`config.mk`:
```
export PLATFORM = sky130hd
export DESIGN_NAME = fp_add_normalizer_flat
export DESIGN_NICKNAME = d
export VERILOG_FILES = /design/src/rtl/fp_add_normalizer_if.sv /design/src/rtl/fp_add_normalizer.sv /design/src/flat_wrapper.sv
export SDC_FILE = /design/constraint.sdc
export NUM_CORES = 1
export LEC_CHECK = 0
export CORE_UTILIZATION = 35
export CTS_CLUSTER_DIAMETER = 200
export DETAILED_ROUTE_END_ITERATION = 16
export DONT_BUFFER_PORTS = 1
export PLACE_DENSITY_LB_ADDON = 0.2
export SLEW_MARGIN = 20
export SYNTH_ARGS = -nofsm -noshare
export SYNTH_HDL_FRONTEND = slang
export SYNTH_SLANG_ARGS = --single-unit
```
`constraint.sdc`:
```
create_clock -name clk -period 5.35 [get_ports clk]
set_clock_uncertainty 0.05 [all_clocks]
set_input_delay 1.07 -clock clk [delete_from_list [all_inputs] [get_ports clk]]
set_output_delay 1.07 -clock clk [all_outputs]
set_load 0.01 [all_outputs]
```
`src/rtl/fp_add_normalizer_if.sv`:
```
// Handshake bundle between the FP alignment stage, the add/normalize stage
// and its consumer: aligned operands in, packed single-precision sum out.
//   in_valid/in_ready   : operand handshake (driven by aligner / stage)
//   signA/signB         : operand signs
//   alignedMantissaA/B  : aligned mantissas, hidden bit included
//   exponentOut         : common exponent produced by alignment
//   out_valid/out_ready : result handshake (stage / consumer)
//   result              : packed {sign, exponent, fraction}
interface fp_add_normalizer_if #(
  parameter int MANT_W = 24,
  parameter int EXP_W  = 8
);
  logic                    in_valid;
  logic                    in_ready;
  logic                    signA;
  logic                    signB;
  logic [MANT_W-1:0]       alignedMantissaA;
  logic [MANT_W-1:0]       alignedMantissaB;
  logic [EXP_W-1:0]        exponentOut;
  logic                    out_valid;
  logic                    out_ready;
  logic [EXP_W+MANT_W-1:0] result;

  modport slave (
    input  in_valid, signA, signB,
    input  alignedMantissaA, alignedMantissaB,
    input  exponentOut, out_ready,
    output in_ready, out_valid, result
  );

  modport master (
    output in_valid, signA, signB,
    output alignedMantissaA, alignedMantissaB,
    output exponentOut, out_ready,
    input  in_ready, out_valid, result
  );
endinterface

```
`src/rtl/fp_add_normalizer.sv`:
```
// FP adder add/normalize stage: signed mantissa add, iterative
// normalization (one left shift per cycle) and truncating pack.
//   clk   : rising-edge clock
//   reset : asynchronous active-high, aborts any operation in flight
//   bus   : slave side of fp_add_normalizer_if (operands in, result out)
module fp_add_normalizer #(
  parameter int MANT_W = 24,
  parameter int EXP_W  = 8
) (
  input  logic                clk,
  input  logic                reset,
  fp_add_normalizer_if.slave  bus
);

  localparam int RES_W = EXP_W + MANT_W;
  localparam logic [EXP_W-1:0] EXP_MAX = '1;
  localparam logic [EXP_W-1:0] EXP_ONE = EXP_W'(1);

  typedef enum logic [1:0] {
    IDLE, ADD, NORM, DONE
  } state_t;

  state_t            state_q, state_d;
  logic              sa_q, sa_d;
  logic              sb_q, sb_d;
  logic [MANT_W-1:0] ma_q, ma_d;
  logic [MANT_W-1:0] mb_q, mb_d;
  logic [MANT_W-1:0] mant_q, mant_d;
  logic [EXP_W-1:0]  exp_q, exp_d;
  logic              sign_q, sign_d;
  logic [RES_W-1:0]  result_q, result_d;

  logic [MANT_W:0]   sum;
  logic              sgn;
  logic [EXP_W-1:0]  exp_inc;

  assign bus.in_ready  = (state_q == IDLE);
  assign bus.out_valid = (state_q == DONE);
  assign bus.result    = result_q;

  always_comb begin
    state_d  = state_q;
    sa_d     = sa_q;
    sb_d     = sb_q;
    ma_d     = ma_q;
    mb_d     = mb_q;
    mant_d   = mant_q;
    exp_d    = exp_q;
    sign_d   = sign_q;
    result_d = result_q;
    sum      = '0;
    sgn      = sa_q;
    exp_inc  = exp_q + 1'b1;

    unique case (state_q)
      IDLE: begin
        if (bus.in_valid) begin
          sa_d    = bus.signA;
          sb_d    = bus.signB;
          ma_d    = bus.alignedMantissaA;
          mb_d    = bus.alignedMantissaB;
          exp_d   = bus.exponentOut;
          state_d = ADD;
        end
      end
      ADD: begin
        // Magnitude subtract keeps the sum non-negative; equal
        // magnitudes cancel to zero and pack as +0 in NORM.
        if (sa_q == sb_q) begin
          sum = {1'b0, ma_q} + {1'b0, mb_q};
        end else if (ma_q >= mb_q) begin
          sum = {1'b0, ma_q - mb_q};
        end else begin
          sum = {1'b0, mb_q - ma_q};
          sgn = sb_q;
        end
        sign_d = sgn;
        if (exp_q == EXP_MAX) begin
          result_d = {sa_q, EXP_MAX, {(MANT_W-1){1'b0}}};
          state_d  = DONE;
        end else if (sum[MANT_W]) begin
          mant_d = sum[MANT_W:1];
          exp_d  = exp_inc;
          if (exp_inc == EXP_MAX) begin
            result_d = {sgn, EXP_MAX, {(MANT_W-1){1'b0}}};
            state_d  = DONE;
          end else begin
            state_d = NORM;
          end
        end else begin
          mant_d  = sum[MANT_W-1:0];
          state_d = NORM;
        end
      end
      NORM: begin
        if (mant_q == '0) begin
          result_d = '0;
          state_d  = DONE;
        end else if (mant_q[MANT_W-1]) begin
          result_d = {sign_q, exp_q, mant_q[MANT_W-2:0]};
          state_d  = DONE;
        end else if (exp_q > EXP_ONE) begin
          mant_d = mant_q << 1;
          exp_d  = exp_q - 1'b1;
        end else begin
          // Out of exponent range: emit as denormal.
          result_d = {sign_q, {EXP_W{1'b0}}, mant_q[MANT_W-2:0]};
          state_d  = DONE;
        end
      end
      DONE: begin
        if (bus.out_ready) state_d = IDLE;
      end
    endcase
  end

  always_ff @(posedge clk or posedge reset) begin
    if (reset) begin
      state_q  <= IDLE;
      sa_q     <= 1'b0;
      sb_q     <= 1'b0;
      ma_q     <= '0;
      mb_q     <= '0;
      mant_q   <= '0;
      exp_q    <= '0;
      sign_q   <= 1'b0;
      result_q <= '0;
    end else begin
      state_q  <= state_d;
      sa_q     <= sa_d;
      sb_q     <= sb_d;
      ma_q     <= ma_d;
      mb_q     <= mb_d;
      mant_q   <= mant_d;
      exp_q    <= exp_d;
      sign_q   <= sign_d;
      result_q <= result_d;
    end
  end

endmodule

```
`src/flat_wrapper.sv`:
```
// flat-port wrapper written by rule: the top's interface ports become plain ports
module fp_add_normalizer_flat 
#(
  parameter int MANT_W = 24,
  parameter int EXP_W  = 8
)
  (clk, reset, bus_in_valid, bus_signA, bus_signB, bus_alignedMantissaA, bus_alignedMantissaB, bus_exponentOut, bus_out_ready, bus_in_ready, bus_out_valid, bus_result);
  fp_add_normalizer_if #(.MANT_W(MANT_W), .EXP_W(EXP_W)) bus_i ();
  input  logic clk;
  input  logic reset;
  input wire logic [$bits(bus_i.in_valid)-1:0] bus_in_valid;
  input wire logic [$bits(bus_i.signA)-1:0] bus_signA;
  input wire logic [$bits(bus_i.signB)-1:0] bus_signB;
  input wire logic [$bits(bus_i.alignedMantissaA)-1:0] bus_alignedMantissaA;
  input wire logic [$bits(bus_i.alignedMantissaB)-1:0] bus_alignedMantissaB;
  input wire logic [$bits(bus_i.exponentOut)-1:0] bus_exponentOut;
  input wire logic [$bits(bus_i.out_ready)-1:0] bus_out_ready;
  output wire logic [$bits(bus_i.in_ready)-1:0] bus_in_ready;
  output wire logic [$bits(bus_i.out_valid)-1:0] bus_out_valid;
  output wire logic [$bits(bus_i.result)-1:0] bus_result;
  assign bus_i.in_valid = bus_in_valid;
  assign bus_i.signA = bus_signA;
  assign bus_i.signB = bus_signB;
  assign bus_i.alignedMantissaA = bus_alignedMantissaA;
  assign bus_i.alignedMantissaB = bus_alignedMantissaB;
  assign bus_i.exponentOut = bus_exponentOut;
  assign bus_i.out_ready = bus_out_ready;
  assign bus_in_ready = bus_i.in_ready;
  assign bus_out_valid = bus_i.out_valid;
  assign bus_result = bus_i.result;
  fp_add_normalizer #(.MANT_W(MANT_W), .EXP_W(EXP_W)) u_core (.clk(clk), .reset(reset), .bus(bus_i));
endmodule
```
==> results.py <==
metrics = {
    "cts": {
        "cts_tree": "built",
        "cts_setup_buffers": 0,
        "clockBufferDepth": 2,
        "htreeDepth": 4,
        "cts_buffers": 17,
        "hold_buffers": 0,
        "cts_root_buf": "clkbuf_16",
        "insertion_delay_ps": 430,
        "numClockSinks": 117,
        "cts_resized": 0,
        "clk_pin_slew_ps": 60,
    },
    "layout": {
        "diodes": 0,
        "drive_above_1_share_pct": 12.1,
        "area_growth_pct": 8.27,
        "multi_input_area_um2": 6090,
        "fill_cells": 2853,
        "final_cell_area_um2": 10600,
        "seq_area_um2": 2930,
        "fin_nets": 1253,
    },
    "critical_path": {
        "critPathMaxFanout": 33,
        "critPathLaunchType": "flop",
        "reg2reg_depth": 13,
        "cp.required_ps": 5640,
        "end_kind": "flop",
        "crit_type": "reg2reg",
        "timing.rr.end": "u_core.bus.result[23]",
        "r2r_slack_ps": 1410,
        "timing.rr.start": "u_core.mb_q[2]",
        "arrival_ps": 4230,
    },
    "synth": {
        "ys_warn_count": 0,
        "yosysSeqAreaShare_pct": 30.0,
        "yosys.area_share.simple_pct": 16.1,
        "synth_edf_count": 0,
        "yosysTopAreaCellShare_pct": 30.0,
        "synth_cell_types": 85,
        "syn_area_per_cell_um2": 8.51,
        "synth_top_family_by_area": "compound AO/OA/AOI/OAI gates",
        "async_reset_ff_share_pct": 100,
        "yosysTopAreaCell": "dfrtp_1",
        "synth_fa_ha_area_share_pct": 10.9,
        "synth_xor_area_share_pct": 3.59,
        "synth_area_leaders": "dfrtp_1, ha_1, mux2_2",
        "synth_mux_area_share_pct": 7.51,
        "syn_area_um2": 9770,
        "ys_ff_latch": 117,
        "synth_ff_type": "dfrtp_1",
        "syn_inst": 1148,
        "synth_compound_area_share_pct": 24.0,
        "synth_nets": 1293,
    },
    "place": {
        "post-dp-hpwl_mm": 20.8,
        "gp_congestion": 0.870,
        "placed_cell_area_um2": 9970,
        "io_buffers": 0,
    },
    "sta": {
        "finalCriticalPeriod_ps": 3940,
        "slew_violations": 0,
        "final_hold_viol_count": 0,
        "rsz0062_at_grt": "no",
        "max_clock_freq_mhz": 254,
        "setup_tns_ps": 0,
        "relSlewSlack_pct": 40.0,
        "setup_viol_count_final": 0,
        "post-route-period-util_pct": 73.6,
        "worstMarginPinSlew_ps": 889,
    },
    "detailed_routing": {
        "via_per_inst": 5.67,
        "postRouteAntennaNets": 0,
        "drc": 0,
        "dr.pass1.iters": 5,
        "vias": 8462,
        "initialDrtViolationCount": 686,
        "wl_per_cell_um": 19.0,
        "wl_mm": 28.3,
    },
    "hold_path": {
        "holdPathStages": 1,
        "min_to": "u_core.mb_q[23]",
        "hp-class": "reg2reg",
        "hp-start": "u_core.mb_q[23]",
    },
    "floorplanning": {
        "die_h_um": 169,
        "core.rowCount": 60,
        "initial_core_util_pct": 35.9,
        "dieArea_um2": 28600,
        "ios": 96,
        "core_area_um2": 27200,
        "die_x_um": 169,
    },
    "grt": {
        "grt.total_usage_pct": 20.1,
        "antenna_found_initial": 0,
        "grt_max_degree": 78,
        "grt_remaining_overflow": 0,
        "grt_pass1_vias": 7938,
        "grt_pass1_wl_mm": 45.0,
    },
    "run_status": {
        "outcome": "finished clean",
    },
    "flow_run": {
        "drv_cap": 0,
    },
}
## critical path, cell delays in order (launching register included)
cell      delay, ps
dfrtp_1         390
inv_1            60
ha_1            460
and2b_4         330
o211ai_2        140
a211oi_4        300
a211oi_1        140
o41ai_2         290
buf_4           240
a31oi_1         170
a21oi_4         620
buf_4           430
nor2_1           70
a31oi_1         150
## placed cells by master (no fill, tap or decap), drive strengths merged, types with 29 or more instances in the layout
cell,n
mux2,55
ha,80
nor2,86
dfrtp,117
nand3,42
o21ai,93
nand2,84
inv,111
a21oi,82
xnor2,29
## sequential cells by signal (all words and copies together) (netlist names)
signal,flops
u_core.state_q,2
u_core.mb_q,24
u_core.sb_q,1
u_core.mant_q,24
u_core.exp_q,8
u_core.bus.result,32
u_core.sa_q,1
u_core.sign_q,1
u_core.ma_q,24
## worst max path at each step
stage | start | end | slack, ps | cells after the start
2_1_floorplan | reset | u_core.bus.result[0] | 1130 | 1
3_3_place_gp | u_core.mb_q[2] | u_core.bus.result[23] | 1510 | 13
3_5_place_dp | u_core.mb_q[2] | u_core.bus.result[28] | 1420 | 13
4_1_cts | u_core.mb_q[2] | u_core.bus.result[28] | 1400 | 13
5_1_grt | u_core.mb_q[2] | u_core.bus.result[25] | 1080 | 13
6_report | u_core.mb_q[2] | u_core.bus.result[23] | 1410 | 13
## cells by family after synthesis
group,after synthesis
adders and majority gates,83
AOI/OAI and AO/OA,343
and+or+nand+nor,321
buffers and inverters,178
muxes,66
DFF,117
xor gates and xnor gates,40
## stage by stage
stage               setup WS [ps]  cells  hold WS (ps)  utilization [%]
CTS                          1400   1492           503             38.9
floorplan                    1130   1148           442                -
global placement             1510   1461           479             36.7
global route                 1080   1492           521             38.9
finish                       1410   1492           498             38.9
detailed placement           1420   1461           486             36.7
## layout make-up
type | instances | area share (%)
clock buffers | 17 | 4.02
clock inverters | 14 | 1.69
inverters | 108 | 3.88
multi-input cells | 853 | 57.5
flip-flops and latches | 117 | 27.7
well taps | 372 | 4.40
repair buffers | 11 | 0.781
## Yosys cell counts, types with 8 or more instances
library cell / n
o221ai_1: 14
xor2_1: 11
o211ai_1: 9
nor3_1: 17
o21ai_1: 20
nand4_1: 9
buf_1: 8
a211oi_1: 13
nor2_1: 84
buf_2: 13
a21o_1: 11
a31oi_1: 23
mux2_2: 54
a21oi_1: 77
nor2b_1: 10
or4_1: 12
nand3_1: 42
ha_1: 80
mux2i_1: 11
buf_6: 8
nand2_1: 83
o21bai_1: 9
or2_2: 8
clkbuf_1: 32
inv_1: 108
dfrtp_1: 117
o21ai_0: 72
buf_4: 9
nand2b_1: 10
nor4_1: 17
xnor2_1: 29
## per-layer routing
metal / vias up / part of all wire (%) / GRT usage (%)
met5: - / 0 / 0
met1: 4066 / 48 / 28.9
met2: 311 / 45 / 31.5
met3: 26 / 6.6 / 3.23
met4: 0 / 0.88 / 4.11
li1: 4059 / - / -
Power is left out: the tool's default activity adds up to more than one toggle a clock period on the data nets, which glitch-free logic cannot reach.
